`src/rtl/imem_loader_pkg.sv`:
```
// ---------------------------------------------------------------------------
// imem_loader_pkg
// Shared definitions for the instruction-memory loader: default memory
// capacity, bytes per instruction word and the loader FSM state encoding.
// ---------------------------------------------------------------------------
package imem_loader_pkg;

    // Default instruction-memory capacity in 32-bit words (512 bytes).
    localparam int IMEM_MAX_WORDS = 128;

    // Instruction words arrive as four bytes, most significant first.
    localparam int BYTES_PER_WORD = 4;

    typedef enum logic [2:0] {
        IDLE  = 3'd0,
        HDR   = 3'd1,
        DATA  = 3'd2,
        WRITE = 3'd3,
        CHECK = 3'd4,
        DONE  = 3'd5,
        ERR   = 3'd6
    } state_t;

    // True while a load is in flight (header through checksum).
    function automatic logic state_is_busy(input state_t s);
        return (s == HDR) || (s == DATA) || (s == WRITE) || (s == CHECK);
    endfunction

endpackage

```
`src/rtl/imem_loader_word_assembler.sv`:
```
// ---------------------------------------------------------------------------
// word_assembler
// Collects stream bytes into a big-endian 32-bit word.
//   clk       : clock
//   reset     : asynchronous active-low reset
//   clear     : restart assembly at byte 0 (start of a new load)
//   shift_en  : byte_in is consumed this cycle
//   byte_in   : incoming stream byte
//   word_next : the word as it will look once byte_in is shifted in
//   last_byte : the byte being offered now completes a word
//   full      : a complete word has been assembled and not yet overwritten
// ---------------------------------------------------------------------------
module word_assembler
    import imem_loader_pkg::*;
(
    input  logic        clk,
    input  logic        reset,
    input  logic        clear,
    input  logic        shift_en,
    input  logic [7:0]  byte_in,
    output logic [31:0] word_next,
    output logic        last_byte,
    output logic        full
);

    // Only the three older bytes need storing; the newest comes from byte_in.
    logic [23:0] word_reg;
    logic [1:0]  cnt_reg;
    logic        full_reg;

    genvar gi;
    generate
        for (gi = 0; gi < BYTES_PER_WORD; gi = gi + 1) begin : g_lane
            if (gi == 0) begin : g_newest
                assign word_next[7:0] = byte_in;
            end else begin : g_older
                assign word_next[8*gi +: 8] = word_reg[8*(gi-1) +: 8];
            end
        end
    endgenerate

    assign last_byte = (cnt_reg == 2'(BYTES_PER_WORD - 1));
    assign full      = full_reg;

    always_ff @(posedge clk or negedge reset) begin
        if (!reset) begin
            word_reg <= '0;
            cnt_reg  <= '0;
            full_reg <= 1'b0;
        end else if (clear) begin
            word_reg <= '0;
            cnt_reg  <= '0;
            full_reg <= 1'b0;
        end else if (shift_en) begin
            word_reg <= word_next[23:0];
            cnt_reg  <= cnt_reg + 2'd1;
            // Counter wraps naturally; full marks the word just completed.
            full_reg <= last_byte;
        end
    end

endmodule

```
`src/rtl/imem_loader.sv`:
```
// ---------------------------------------------------------------------------
// imem_loader
// Loads a program from a byte stream into instruction memory while holding
// the CPU pipeline in reset. Stream format: word count N, then 4*N bytes
// (big-endian words), then an XOR checksum over the count and data bytes.
//   clk        : clock (rising edge)
//   reset      : asynchronous active-low reset
//   start      : one-cycle pulse that begins a load (ignored while busy)
//   in_valid   : source offers in_data
//   in_data    : stream byte
//   in_ready   : loader takes a byte this cycle (state-only)
//   mem_we     : one-cycle word write strobe
//   mem_addr   : word-aligned byte address of the write
//   mem_wdata  : big-endian instruction word
//   busy       : load in progress
//   done       : last load succeeded
//   error      : last load failed (bad count or checksum)
//   cpu_hold   : pipeline held in reset (low only after a good load)
// ---------------------------------------------------------------------------
module imem_loader
    import imem_loader_pkg::*;
#(
    parameter int MAX_WORDS = IMEM_MAX_WORDS,
    parameter int ADDR_W    = 9
) (
    input  logic              clk,
    input  logic              reset,
    input  logic              start,
    input  logic              in_valid,
    input  logic [7:0]        in_data,
    output logic              in_ready,
    output logic              mem_we,
    output logic [ADDR_W-1:0] mem_addr,
    output logic [31:0]       mem_wdata,
    output logic              busy,
    output logic              done,
    output logic              error,
    output logic              cpu_hold
);

    state_t            state_reg;
    state_t            state_next;

    logic [7:0]        count_reg;
    logic [7:0]        index_reg;
    logic [7:0]        csum_reg;
    logic [ADDR_W-1:0] mem_addr_reg;
    logic [31:0]       mem_wdata_reg;

    logic              accept;
    logic              start_load;
    logic              header_bad;
    logic [7:0]        index_inc;

    logic [31:0]       asm_word_next;
    logic              asm_last;
    logic              asm_full;

    assign accept     = in_valid && in_ready;
    assign start_load = start && !busy;
    assign index_inc  = index_reg + 8'd1;
    assign header_bad = (in_data == 8'd0) || (32'(in_data) > 32'(MAX_WORDS));

    word_assembler u_word_assembler (
        .clk       (clk),
        .reset     (reset),
        .clear     (start_load),
        .shift_en  (accept && (state_reg == DATA)),
        .byte_in   (in_data),
        .word_next (asm_word_next),
        .last_byte (asm_last),
        .full      (asm_full)
    );

    // State register
    always_ff @(posedge clk or negedge reset) begin
        if (!reset) begin
            state_reg <= IDLE;
        end else begin
            state_reg <= state_next;
        end
    end

    // Next-state logic
    always_comb begin
        state_next = state_reg;
        case (state_reg)
            IDLE, DONE, ERR: begin
                if (start) begin
                    state_next = HDR;
                end
            end
            HDR: begin
                if (accept) begin
                    state_next = header_bad ? ERR : DATA;
                end
            end
            DATA: begin
                if (accept && asm_last) begin
                    state_next = WRITE;
                end
            end
            WRITE: begin
                state_next = (index_inc == count_reg) ? CHECK : DATA;
            end
            CHECK: begin
                if (accept) begin
                    state_next = (in_data == csum_reg) ? DONE : ERR;
                end
            end
            default: begin
                state_next = IDLE;
            end
        endcase
    end

    // Status outputs decode straight from the state so reset takes them
    // to their idle values without waiting for a clock.
    always_comb begin
        in_ready = (state_reg == HDR) || (state_reg == DATA) || (state_reg == CHECK);
        busy     = state_is_busy(state_reg);
        done     = (state_reg == DONE);
        error    = (state_reg == ERR);
        cpu_hold = (state_reg != DONE);
        mem_we   = (state_reg == WRITE) && asm_full;
    end

    assign mem_addr  = mem_addr_reg;
    assign mem_wdata = mem_wdata_reg;

    // Datapath: count, index, checksum and the write address/data, which are
    // captured as the word completes so they hold steady after the strobe.
    always_ff @(posedge clk or negedge reset) begin
        if (!reset) begin
            count_reg     <= '0;
            index_reg     <= '0;
            csum_reg      <= '0;
            mem_addr_reg  <= '0;
            mem_wdata_reg <= '0;
        end else if (start_load) begin
            count_reg <= '0;
            index_reg <= '0;
            csum_reg  <= '0;
        end else begin
            case (state_reg)
                HDR: begin
                    if (accept) begin
                        count_reg <= in_data;
                        csum_reg  <= in_data;
                    end
                end
                DATA: begin
                    if (accept) begin
                        csum_reg <= csum_reg ^ in_data;
                        if (asm_last) begin
                            mem_addr_reg  <= ADDR_W'({index_reg, 2'b00});
                            mem_wdata_reg <= asm_word_next;
                        end
                    end
                end
                WRITE: begin
                    index_reg <= index_inc;
                end
                default: begin
                end
            endcase
        end
    end

endmodule

```
`config.mk`:
```
export PLATFORM = sky130hd
export DESIGN_NAME = imem_loader
export DESIGN_NICKNAME = d
export VERILOG_FILES = /design/src/rtl/imem_loader_pkg.sv /design/src/rtl/imem_loader_word_assembler.sv /design/src/rtl/imem_loader.sv
export SDC_FILE = /design/constraint.sdc
export NUM_CORES = 1
export LEC_CHECK = 0
export ABC_AREA = 1
export CAP_MARGIN = 20
export CORE_ASPECT_RATIO = 1.75
export CORE_MARGIN = 2
export CORE_UTILIZATION = 60
export CTS_BUF_LIST = sky130_fd_sc_hd__clkbuf_8
export CTS_CLUSTER_SIZE = 14
export DETAILED_ROUTE_END_ITERATION = 16
export HOLD_SLACK_MARGIN = 0.15
export PLACE_DENSITY = 0.86
export SKIP_LAST_GASP = 1
export SLEW_MARGIN = 20
export SYNTH_ARGS = -nofsm -noshare
export SYNTH_HDL_FRONTEND = slang
export SYNTH_SLANG_ARGS = --single-unit
```
`constraint.sdc`:
```
create_clock -name clk -period 4.2 [get_ports clk]
set_input_delay 0.42 -clock clk [delete_from_list [all_inputs] [get_ports clk]]
set_output_delay 0.42 -clock clk [all_outputs]
set_load 0.01 [all_outputs]
```
==> summary.md <==
| Metric | Value |
|---|---|
| Worst setup path start | state_reg[2] |
| CTS tree | yes |
| Core Rows | 40 |
| RSZ-0062 raised after global routing | false |
| Area of the multi-input gates | 1600 sq um |
| DRC Markers | 0 |
| Grt peak-use layer | met2 |
| Clock Latency Late Sink | 0.36 ns |
| Post-layout minimum cycle time | 2.57 ns |
| Ys async rst share | 1.00 |
| Critical Path Max Stage Delay | 0.55 ns |
| First drt pass iteration count | 5 |
| Final net count | 566 |
| R2R depth | 7 |
| LEAKAGE | 2.36 nW |
| Die height | 116 um |
| Via count | 3568 |
| Slew margin rel. | 0.456 |
| PnR Total Power | 2.91 mW |
| Post_cts resized | 0 |
| Hold Buf Count CTS | 0 |
| CP max FO | 10 |
| Vias in the first global route | 3402 |
| Post-synth EDFFs | 0 |
| Post-CTS setup buffers | 0 |
| Skew final | 0.00821 ns |
| Post-DP HPWL | 6520 um |
| Hold Path Class | primary input to asynchronous set/reset pin |
| Crit-path cells | nor3_4, inv_4, nor2_1, clkdlybuf4s50_1 |
| Crit path capture type | output port |
| Fin area | 5050 sq um |
| Diodes inserted | 0 |
| Post-Route Setup TNS | 0 ns |
| Drt via density | 5.57 |
| Power per cell area | 576 nW/um^2 |
| Sink Count | 93 |
| Die Span X | 68.0 um |
| Routing usage on met3 | 0.0369 |
| Largest register FFs | 32 |
| Dominant cells by area after synthesis | dfrtp_1 (54%), nand2_1 (12%), o21ai_0 (6.9%) |
| CTS clk-pin slew, worst paths | 0.08 ns |
| Area post-placement | 4860 sq um |
| I/O pin cnt | 59 |
| Initial Util | 0.624 |
| Pin count of the biggest net entering global routing | 94 |
| Filler cells | 543 |
| Final setup violation count | 0 |
| 1st-iter DRT viols | 323 |
| Port Buffers | 56 |
| Met1 GRT Util | 0.324 |
| WL/cell | 14.5 um |
| Ratio of cells with drive above 1 in the final layout | 0.0772 |
| Total GRT Usage | 0.262 |
| Std-Cell Core Area | 6910 sq um |
| Worst IR Drop VDD | 0.424 mV |
| Synthesized cell area | 4310 sq um |
| Max Transition Viols Final | 0 |
| Routability Congestion | 0.849 |
| GRT overflow | 0 |
| Global Route met2 Usage | 0.435 |
| Synthesized flop and latch total | 93 |
| Total Die Area | 7900 sq um |
| Post-synthesis sequential area ratio | 0.540 |
| TritonCTS Buffers | 9 |
| Synth warn | 0 |
| Final ANT Viol Nets | 0 |
| R2R Path Start | state_reg[2] |
| Yosys top cell area share | 0.540 |
| Slowest CP cell | clkdlybuf4s50_1 |
| Final Hold Viols | 0 |
| Primary FF master, synth | dfrtp_1 |
| Yosys cell types | 33 |
| Required @ worst endpoint | 3.78 ns |
| Cell count after synthesis | 501 |
| CTS root buf | clkbuf_8 |
| Register area | 2330 sq um |
| Crit share post-route | 0.611 |
| Worst-margin pin slew | 0.816 ns |
| Number of max-cap violations | 0 |
| H-Tree Depth | 3 |
| Critical path class | register to output port |
| Initial antenna violation count | 0 |
| Status | finished clean |
| Core Util, Final | 0.731 |
| Yosys top cell by area | dfrtp_1 |
| P&R area growth vs syn | 17.2% |
| Clock buffer depth | 2 |
| Startpoint types | register |
| Mapped Avg Cell Area | 8.60 sq um |
| First-pass GRT wire length | 15400 um |
| CP arrival | 2.15 ns |
| Final wirelength | 9310 um |
| Fmax | 390 MHz |
critical path, delay by kind of cell, from the launching register on:
kind / cells / cell delay, ns
AND/OR/NAND/NOR: 2 / 0.63
buffers and inverters: 2 / 0.66
flip-flops: 1 / 0.50
routing by layer:
| metal | part of all wire | routed length (um) | vias to the layer above |
|---|---|---|---|
| met5 | 0 | 0 | - |
| met4 | 0.029 | 274 | 0 |
| met3 | 0.043 | 402 | 22 |
| met2 | 0.53 | 4890 | 116 |
| met1 | 0.40 | 3740 | 1716 |
| li1 | - | - | 1714 |
metrics by stage:
step                hold slack [ns]  worst slack, ns  instances
CTS                           0.318             1.63        641
finish                        0.123             1.63        641
floorplan                     0.124             2.68        502
detailed placement            0.473             1.71        625
global route                  0.194             1.44        641
global placement              0.466             1.84        625
logic make-up after synthesis:
| family | after synthesis | share of synthesized area |
|---|---|---|
| xor+xnor | 10 | 0.0203 |
| buf+inv | 88 | 0.0892 |
| compound gates | 106 | 0.137 |
| simple gates | 201 | 0.206 |
| other cells | 1 | 0.000871 |
| flops | 93 | 0.540 |
| fa+ha+maj | 2 | 0.00581 |
cells in the final DEF, fill, tap and decap left out, drive strengths merged:
cell type      Yosys  layout
a21oi             10      10
a22o               1       1
and2               1       1
buf                8       1
clkbuf             9      11
clkdlybuf4s50      0      55
clkinv             0       3
clkinvlp           0       1
conb               1       2
dfrtp             93      93
ha                 2       2
inv               71      72
nand2            139     139
nand3             34      34
nand3b             1       1
nand4              7       7
nor2              17      17
nor3               2       2
o211ai             1       1
o21ai             77      77
o22ai             17      17
xnor2              9       9
xor2               1       1
Yosys cell counts (2+ instances only):
cell / number
dfrtp_1: 93
inv_1: 65
buf_4: 2
inv_2: 4
o21ai_0: 59
nand2_4: 2
o21ai_2: 9
nand4_1: 7
xnor2_1: 9
nand3_1: 33
o21ai_1: 9
clkbuf_1: 9
buf_6: 3
nand2_1: 134
nor2_2: 4
nor2_1: 12
buf_2: 2
a21oi_1: 10
ha_1: 2
inv_4: 2
o22ai_1: 17
nand2_2: 3
worst paths after layout:
kind                                                     to  slack (ns)
worst max-delay path                                 mem_we        1.63
worst min-delay path                          mem_wdata[20]        0.12
worst max register to register  u_word_assembler.cnt_reg[1]        1.96
worst min register to register                mem_wdata[23]        0.49
max in group asynchronous                       mem_addr[6]        3.52
min in group clk                              mem_wdata[23]        0.49
where the power goes:
group | total [mW] | leakage [nW] | internal (mW) | switching (mW)
clock network | 0.541 | 0.0963 | 0.242 | 0.299
logic | 1.12 | 0.994 | 0.404 | 0.712
registers | 1.25 | 1.27 | 1.10 | 0.153
layout make-up:
cell class                      count  share of cell area
Sequential cell                    93               0.461
Timing Repair Buffer               56               0.111
Clock buffer                       11              0.0300
Clock inverter                      5             0.00521
Inverter                           71              0.0538
Multi-Input combinational cell    321               0.318
Tap cell                           84              0.0208
No activity file was read; power rests on OpenSTA's default activity.
